### src/rtl/cgra_line_packer_if.sv
// Result-word input and cache-line output handshakes of the CGRA line packer.
// The slave modport is the packer itself; master is the side that drives it.
interface cgra_line_packer_if #(
  parameter int WORD_W = 32,
  parameter int LINE_W = 512
);
  localparam int WPL  = LINE_W / WORD_W;
  localparam int NW_W = $clog2(WPL) + 1;

  logic [WORD_W-1:0] in_data;
  logic              in_valid;
  logic              in_ready;
  logic              flush;
  logic [LINE_W-1:0] out_data;
  logic              out_valid;
  logic              out_ready;
  logic [NW_W-1:0]   out_nwords;
  logic              out_last;
  logic [31:0]       line_count;
  logic              busy;

  modport slave (
    input  in_data, in_valid, flush, out_ready,
    output in_ready, out_data, out_valid, out_nwords, out_last, line_count, busy
  );

  modport master (
    output in_data, in_valid, flush, out_ready,
    input  in_ready, out_data, out_valid, out_nwords, out_last, line_count, busy
  );
endinterface

### src/rtl/cgra_line_packer.sv
// Packs narrow CGRA result words little-endian into cache lines, queues full or
// flushed lines and hands them to the write path in order.
module cgra_line_packer #(
  parameter int WORD_W    = 32,
  parameter int LINE_W    = 512,
  parameter int OUT_DEPTH = 2
) (
  input  logic               clk,
  input  logic               rst_n,
  cgra_line_packer_if.slave  bus
);
  localparam int WPL   = LINE_W / WORD_W;
  localparam int CNT_W = $clog2(WPL) + 1;
  localparam int IDX_W = (WPL > 1) ? $clog2(WPL) : 1;
  localparam int PTR_W = (OUT_DEPTH > 1) ? $clog2(OUT_DEPTH) : 1;
  localparam int QC_W  = $clog2(OUT_DEPTH + 1);
  localparam logic [CNT_W-1:0] LAST_IDX = CNT_W'(WPL - 1);

  typedef enum logic [1:0] {EMPTY, FILL, FLUSH_WAIT} state_t;

  state_t            state, state_next;
  logic [CNT_W-1:0]  cnt, cnt_next, wr_cnt;
  logic [LINE_W-1:0] acc, acc_next, acc_merged;
  logic              ready_en;

  logic [LINE_W-1:0] q_data   [OUT_DEPTH];
  logic [CNT_W-1:0]  q_nwords [OUT_DEPTH];
  logic [OUT_DEPTH-1:0] q_last;
  logic [PTR_W-1:0]  wr_ptr, rd_ptr;
  logic [QC_W-1:0]   q_cnt;
  logic [31:0]       line_count_q;

  logic q_full, q_empty, flush_pend, in_ready_int, out_valid_int;
  logic accept, pop, push, slot_free, close_req, full_line;

  function automatic logic [PTR_W-1:0] ptr_inc(input logic [PTR_W-1:0] p);
    return (p == PTR_W'(OUT_DEPTH - 1)) ? '0 : p + PTR_W'(1);
  endfunction

  assign q_full        = (q_cnt == QC_W'(OUT_DEPTH));
  assign q_empty       = (q_cnt == '0);
  assign flush_pend    = (state == FLUSH_WAIT);
  assign out_valid_int = !q_empty;

  // ready_en holds in_ready low until the first clock after reset release;
  // the last word of a line is refused only when the queue has no room for it.
  assign in_ready_int = ready_en & !flush_pend & !(q_full & (cnt == LAST_IDX));
  assign accept       = bus.in_valid & in_ready_int;
  assign pop          = out_valid_int & bus.out_ready;

  always_comb begin
    acc_merged = acc;
    wr_cnt     = cnt;
    if (accept) begin
      acc_merged[cnt[IDX_W-1:0]*WORD_W +: WORD_W] = bus.in_data;
      wr_cnt = cnt + CNT_W'(1);
    end
  end

  // A same-cycle pop frees a slot, so a pending flush can push on that edge.
  always_comb begin
    full_line  = accept & (cnt == LAST_IDX);
    close_req  = (bus.flush | flush_pend) & (wr_cnt != '0);
    slot_free  = !q_full | pop;
    push       = (full_line | close_req) & slot_free;
    state_next = state;
    cnt_next   = wr_cnt;
    acc_next   = acc_merged;
    if (push) begin
      state_next = EMPTY;
      cnt_next   = '0;
      acc_next   = '0;
    end else if (close_req) begin
      state_next = FLUSH_WAIT;
    end else if (wr_cnt != '0) begin
      state_next = FILL;
    end else begin
      state_next = EMPTY;
    end
  end

  always_ff @(posedge clk or negedge rst_n) begin
    if (!rst_n) begin
      state    <= EMPTY;
      cnt      <= '0;
      acc      <= '0;
      ready_en <= 1'b0;
    end else begin
      state    <= state_next;
      cnt      <= cnt_next;
      acc      <= acc_next;
      ready_en <= 1'b1;
    end
  end

  always_ff @(posedge clk or negedge rst_n) begin
    if (!rst_n) begin
      wr_ptr       <= '0;
      rd_ptr       <= '0;
      q_cnt        <= '0;
      line_count_q <= '0;
    end else begin
      if (push) wr_ptr <= ptr_inc(wr_ptr);
      if (pop) begin
        rd_ptr       <= ptr_inc(rd_ptr);
        line_count_q <= line_count_q + 32'd1;
      end
      if (push && !pop)      q_cnt <= q_cnt + QC_W'(1);
      else if (!push && pop) q_cnt <= q_cnt - QC_W'(1);
    end
  end

  // Queue storage needs no reset: entries are only visible while q_cnt covers them.
  always_ff @(posedge clk) begin
    if (push) begin
      q_data[wr_ptr]   <= acc_merged;
      q_nwords[wr_ptr] <= wr_cnt;
      q_last[wr_ptr]   <= close_req;
    end
  end

  assign bus.in_ready   = in_ready_int;
  assign bus.out_valid  = out_valid_int;
  assign bus.out_data   = out_valid_int ? q_data[rd_ptr]   : '0;
  assign bus.out_nwords = out_valid_int ? q_nwords[rd_ptr] : '0;
  assign bus.out_last   = out_valid_int ? q_last[rd_ptr]   : 1'b0;
  assign bus.line_count = line_count_q;
  assign bus.busy       = (cnt != '0) | !q_empty | flush_pend;
endmodule

### src/flat_wrapper.sv
// flat-port wrapper written by rule: the top's interface ports become plain ports
module cgra_line_packer_flat 
#(
  parameter int WORD_W    = 32,
  parameter int LINE_W    = 512,
  parameter int OUT_DEPTH = 2
)
  (clk, rst_n, bus_in_data, bus_in_valid, bus_flush, bus_out_ready, bus_in_ready, bus_out_data, bus_out_valid, bus_out_nwords, bus_out_last, bus_line_count, bus_busy);
  cgra_line_packer_if #(.WORD_W(WORD_W), .LINE_W(LINE_W)) bus_i ();
  input  logic clk;
  input  logic rst_n;
  input wire logic [$bits(bus_i.in_data)-1:0] bus_in_data;
  input wire logic [$bits(bus_i.in_valid)-1:0] bus_in_valid;
  input wire logic [$bits(bus_i.flush)-1:0] bus_flush;
  input wire logic [$bits(bus_i.out_ready)-1:0] bus_out_ready;
  output wire logic [$bits(bus_i.in_ready)-1:0] bus_in_ready;
  output wire logic [$bits(bus_i.out_data)-1:0] bus_out_data;
  output wire logic [$bits(bus_i.out_valid)-1:0] bus_out_valid;
  output wire logic [$bits(bus_i.out_nwords)-1:0] bus_out_nwords;
  output wire logic [$bits(bus_i.out_last)-1:0] bus_out_last;
  output wire logic [$bits(bus_i.line_count)-1:0] bus_line_count;
  output wire logic [$bits(bus_i.busy)-1:0] bus_busy;
  assign bus_i.in_data = bus_in_data;
  assign bus_i.in_valid = bus_in_valid;
  assign bus_i.flush = bus_flush;
  assign bus_i.out_ready = bus_out_ready;
  assign bus_in_ready = bus_i.in_ready;
  assign bus_out_data = bus_i.out_data;
  assign bus_out_valid = bus_i.out_valid;
  assign bus_out_nwords = bus_i.out_nwords;
  assign bus_out_last = bus_i.out_last;
  assign bus_line_count = bus_i.line_count;
  assign bus_busy = bus_i.busy;
  cgra_line_packer #(.WORD_W(WORD_W), .LINE_W(LINE_W), .OUT_DEPTH(OUT_DEPTH)) u_core (.clk(clk), .rst_n(rst_n), .bus(bus_i));
endmodule
### config.mk
export PLATFORM = sky130hd
export DESIGN_NAME = cgra_line_packer_flat
export DESIGN_NICKNAME = d
export VERILOG_FILES = /design/src/rtl/cgra_line_packer_if.sv /design/src/rtl/cgra_line_packer.sv /design/src/flat_wrapper.sv
export SDC_FILE = /design/constraint.sdc
export NUM_CORES = 2
export LEC_CHECK = 0
export ABC_AREA = 0
export CORE_MARGIN = 10
export CORE_UTILIZATION = 35
export CTS_BUF_LIST = sky130_fd_sc_hd__clkbuf_2 sky130_fd_sc_hd__clkbuf_4 sky130_fd_sc_hd__clkbuf_8
export CTS_CLUSTER_SIZE = 24
export DETAILED_ROUTE_END_ITERATION = 8
export DONT_BUFFER_PORTS = 1
export GPL_ROUTABILITY_DRIVEN = 0
export MAX_ROUTING_LAYER = met4
export RECOVER_POWER = 50
export REMOVE_ABC_BUFFERS = 1
export SYNTH_ARGS = -nofsm -noshare
export SYNTH_HDL_FRONTEND = slang
export SYNTH_SLANG_ARGS = --single-unit
### constraint.sdc
create_clock -name clk -period 40.3 [get_ports clk]
set_input_delay 8.06 -clock clk [delete_from_list [all_inputs] [get_ports clk]]
set_output_delay 8.06 -clock clk [all_outputs]
set_load 0.02 [all_outputs]
[Word level (Yosys, flattened, before mapping)]
Memory sizes are Yosys's and may differ from the RTL's.
Cells that the tools add are included.
Operators by class
  shifts and indexed selects: 2
  order comparisons: 3
  bitwise logic cells: 13
  multiplexer cells: 22
  reductions and logical operators: 13
  eq/ne operators: 3
  add/subtract/negate cells: 7
Operators with widths (number)
  $mux W512: 3
  $bwmux W512: 1
  $shift A32 B34 Y512 const A: 1
  $shiftx A32 B34 Y512: 1
  $neg A9 Y34: 1
  $add A32 B1 Y32 const B: 1
  $mux W5: 3
  $reduce_bool A5 Y1: 2
  $mux W1: 9
  $and A1 B1 Y1: 8
  $mux W2: 4
  $logic_not A1 Y1: 6
  $add A5 B1 Y5 const B: 1
  $eq A5 B4 Y1 const B: 1
  $or A1 B1 Y1: 5
  $eq A2 B2 Y1 const B: 2
  $lt A1 B2 Y1 const B: 2
  $logic_and A1 B1 Y1: 3
  $add A1 B1 Y1 const B: 2
  $add A2 B1 Y2 const B: 1
  $bwmux W2: 1
  $logic_not A2 Y1: 1
  $reduce_bool A2 Y1: 1
  $sub A2 B1 Y2 const B: 1
  2 further kinds: 2
Storage, ports and cells
  memories: 2
  word-level logic and storage cells: 74
  output and inout bits: 553
  bits in writable memories: 1034
  bits of input ports: 37
  register bits after elaboration: 558
Memories
  u_core.q_data: words 2, width 512, read ports 1, clocked after memory_dff 0, write ports 1, line cgra_line_packer.sv:26  | logic [LINE_W-1:0] q_data [OUT_DEPTH];
  u_core.q_nwords: words 2, width 5, read ports 1, clocked after memory_dff 0, write ports 1, line cgra_line_packer.sv:27  | logic [CNT_W-1:0] q_nwords [OUT_DEPTH];

[Depth between registers and ports, before layout]
  depth in word-level cells: 14
  gate-level depth with buffers: 15

[Worst setup path before layout]
No wires, ideal clock.
  path type: input to register
  from: in bus_in_valid
  to: mem u_core.q_data[0][0] (enable)
  stages: 8
  slack: 6859 ps
  data arrival time: 31967 ps
  required time: 38826 ps
  cell sequence: and2_1 > and3_1 > clkbuf_1 > a32o_1 > o21bai_2 > buf_2 > buf_2 > nor2b_1
On the way
  word-level cells in the longest chain between the ends: 8
Ends and longest elaborated chain
  start: declaration: line flat_wrapper.sv:13  | input wire logic [$bits(bus_i.in_valid)-1:0] bus_in_valid;
  $and A1 B1 Y1 *: line cgra_line_packer.sv:48  | assign accept = bus.in_valid & in_ready_int;
  $mux W5: line cgra_line_packer.sv:54  | if (accept) begin
  $reduce_bool A5 Y1: line cgra_line_packer.sv:63  | close_req = (bus.flush | flush_pend) & (wr_cnt != '0);
  $and A1 B1 Y1: line cgra_line_packer.sv:63
  $or A1 B1 Y1 *: line cgra_line_packer.sv:65  | push = (full_line | close_req) & slot_free;
  $and A1 B1 Y1 *: line cgra_line_packer.sv:65
  $mux W1 *: line cgra_line_packer.sv:115  | if (push) begin
  $mux W1 (not written as such) *: line cgra_line_packer.sv:116  | q_data[wr_ptr] <= acc_merged;
  end: declaration: line cgra_line_packer.sv:26
Mark *: on every way between the ends. The rest lies on a longest branch, timed or not.

[Final worst setup path]
  from: in bus_in_valid
  to: reg u_core.acc[415]
On the way
  word-level cells in the longest chain between the ends: 7
Ends and longest elaborated chain
  $and A1 B1 Y1 *: line cgra_line_packer.sv:48
  $mux W5: line cgra_line_packer.sv:54
  $reduce_bool A5 Y1: line cgra_line_packer.sv:63
  $and A1 B1 Y1: line cgra_line_packer.sv:63
  $or A1 B1 Y1: line cgra_line_packer.sv:65
  $and A1 B1 Y1: line cgra_line_packer.sv:65
  $mux W512 *: line cgra_line_packer.sv:69  | if (push) begin
  via u_core.acc_next[415]: line cgra_line_packer.sv:23  | logic [LINE_W-1:0] acc, acc_next, acc_merged;
  end signal: assignment: line cgra_line_packer.sv:91  | acc <= acc_next;
  end: declaration: line cgra_line_packer.sv:23
The timed path passes the listed nets; every way through them passes the cells marked *.
A chain may end at the register's enable or synchronous reset.

==> reports/metrics.yaml <==
hold_path.class: "flop to flop"
hold_viol: 0
numCtsBuffers: 289
final_cell_mix: "edfxtp_1 (1036), nor2_1 (574), dfrtp_1 (555)"
root_buffer: "clkbuf_8"
seqCellArea_mm2: 0.04503
crit_path_end_kind: "flop"
rsz0062_at_grt: "no"
grt_pass1_wl_um: 256200
critPathTopFamily: "buffers and inverters"
setup_viol_count_final: 0
ys_ff_latch: 1592
finalMaxSlewViolations: 1108
powerDensity_mw_per_mm2: 76.57
min_period_ns: 17.85
post_cts_resize_count: 0
vias: 34877
cp-start-kind: "input pin"
io-pin-count: 590
ys_warn_count: 0
grt_max_degree: 557
port_buffers: 0
clk_latency_ns: 1.02
avgSynthCellArea_um2: 14.45
wire_per_inst_um: 25.34
max_freq_mhz: 56.03
maxCapViolCount: 24
cts_tree: "yes"
core_area_mm2: 0.1829
pre_cts_ws_ns: 26.74
first_global_vias: 35711
synth.distinct_cells: 46
synthCells: 4446
layout-drive-gt1-share: 0.1251
nets: 4542
layout_setup_ws_ns: 22.45
gr-total-overflow: 0
ant_nets: 0
synth_edf_count: 1036
clockBufferDepth: 4
synth.cell_area_mm2: 0.06426
fill_cells: 17036
cts.sinks: 1592
dp_hpwl_um: 108500
finClkSkew_ns: 0.1099
fin_crit_sh: 0.4429
drtIter0Drc: 2293
timing.critical_path.buf_inv: 2
initial_core_util: 0.3514
max_slew_margin: -4.877
cp_slowest_cell: "clkbuf_1"
multi_input_area_mm2: 0.01802
synth_flop_cell: "edfxtp_1"
clkTransAtPathRegs_ns: 0.06
worstPathRequired_ns: 40.81
die_w_um: 448.5
vias_per_cell: 4.858
finish.utilization: 0.3956
path_common_cell: "clkbuf_1"
die_area_mm2: 0.2011
violations: "max-capacitance violations, max-slew violations"
critPathKind: "input pin to flop"
firstDrtPassIters: 5
vdd_drop_max_uv: 65.04
grtUsageTotal: 0.1799
worstMarginPinSlew_ns: 8.816
status: "complete, but fails checks"
cp_max_fo: 169
place_inst: 6672
path_cells: "and2_0, and3_1, o211a_1, o21bai_1, clkbuf_1, clkbuf_1, nor2b_1"
async_reset_ff_frac: 0.3492
drc: 0
postCtsHoldBufs: 0
leakage_nw: 31.10
layout.cells.non_filler: 7180
cts_setup_buffers: 0
die_y_um: 448.5
seq_area_frac_synth: 0.7006
htree_levels: 5
rows: 157
antenna_found_initial: 13
cpPeakStageDelay_ns: 6.22
wirelength_um: 182000
layout_commonest_cell: "edfxtp_1"
area_growth_pct: 12.59
critPathArrivalTime_ns: 18.36
-- power by group --
part	internal (mW)	switching (mW)
Sequential	2.13	0.0940
Combinational	0.339	1.46
Clock	0.869	0.650
Total	3.34	2.20
-- cells by family after synthesis --
group,synth area share
buf+inv,0.01980
xor+xnor,0.005724
flops,0.7006
simple gates,0.1094
mux,0.1545
other cells,0.00005835
compound gates,0.008723
fa+ha+maj,0.001168
-- metal layers --
metal  part of all wire  global-route usage  vias to the layer above
met3              0.045             0.03236                      368
met4              0.050             0.08333                        0
met2               0.52              0.3125                      901
met1               0.38              0.2006                    17845
met5                  0                   -                        -
li1                   -                   -                    15763
-- path summary, 6_finish.rpt --
path	from	end	slack (ns)	cells past startpoint
hold reg to reg	u_core.acc[129]$_DFF_PN0_	u_core.q_data[0][129]$_DFFE_PP_	0.50	1
max in group asynchronous	rst_n	u_core.acc[310]$_DFF_PN0_	32.11	0
min in group asynchronous	rst_n	u_core.acc[477]$_DFF_PN0_	6.84	0
setup reg to reg	u_core.cnt[0]$_DFF_PN0_	u_core.acc[415]$_DFF_PN0_	28.15	10
setup / recovery	bus_in_valid	u_core.acc[415]$_DFF_PN0_	22.45	7
hold / removal	u_core.acc[129]$_DFF_PN0_	u_core.q_data[0][129]$_DFFE_PP_	0.50	1
-- state kept, by name (all words and copies together), names as in the netlist --
name / flops
u_core.bus.line_count: 32
u_core.q_nwords: 10
u_core.cnt: 5
u_core.state: 2
u_core.acc: 512
u_core.q_cnt: 2
u_core.wr_ptr: 1
u_core.q_last: 2
u_core.rd_ptr: 1
u_core.ready_en: 1
u_core.q_data: 1024
-- stage by stage --
| stage | total power [mW] | TNS [ns] | hold slack (ns) | instance area [µm²] |
|---|---|---|---|---|
| finish | 5.540 | 0 | 0.4988 | 72350 |
| global route | 5.784 | 0 | 0.5354 | 72330 |
| CTS | 5.648 | 0 | 0.5081 | 72520 |
| detailed placement | 4.119 | 0 | 0.5142 | 66790 |
| global placement | 4.102 | 0 | 0.5014 | 66790 |
| floorplan | 4.269 | -492.95 | 0.4555 | 63090 |
-- synthesized netlist by cell type, types with 11 or more instances --
cell | n | area, µm²
edfxtp_1 | 1036 | 31110
nor2_1 | 576 | 2162
dfrtp_1 | 556 | 13910
mux2i_1 | 534 | 5345
nor2b_1 | 438 | 2740
mux2_2 | 388 | 4369
nand2_1 | 235 | 882.1
clkbuf_1 | 193 | 724.4
a21oi_1 | 92 | 460.4
or2_2 | 64 | 400.4
buf_1 | 53 | 198.9
nand4_1 | 38 | 237.7
buf_2 | 30 | 150.1
xnor2_1 | 30 | 262.8
nand2b_1 | 28 | 175.2
inv_1 | 27 | 101.4
mux2_1 | 19 | 214.0
nand3_1 | 16 | 80.08
buf_4 | 13 | 97.59
and2_1 | 12 | 75.07
xor2_1 | 12 | 105.1
and3_1 | 11 | 68.82
-- layout make-up --
type	count	area share
inverter	27	0.001401
multi-input combinational	2538	0.2490
timing repair buffer	51	0.005153
clock inverter	56	0.005119
antenna	8	0.0002767
tap	2464	0.04261
clock buffer	444	0.07409
sequential	1592	0.6223
(Power assumes the default switching activity.)
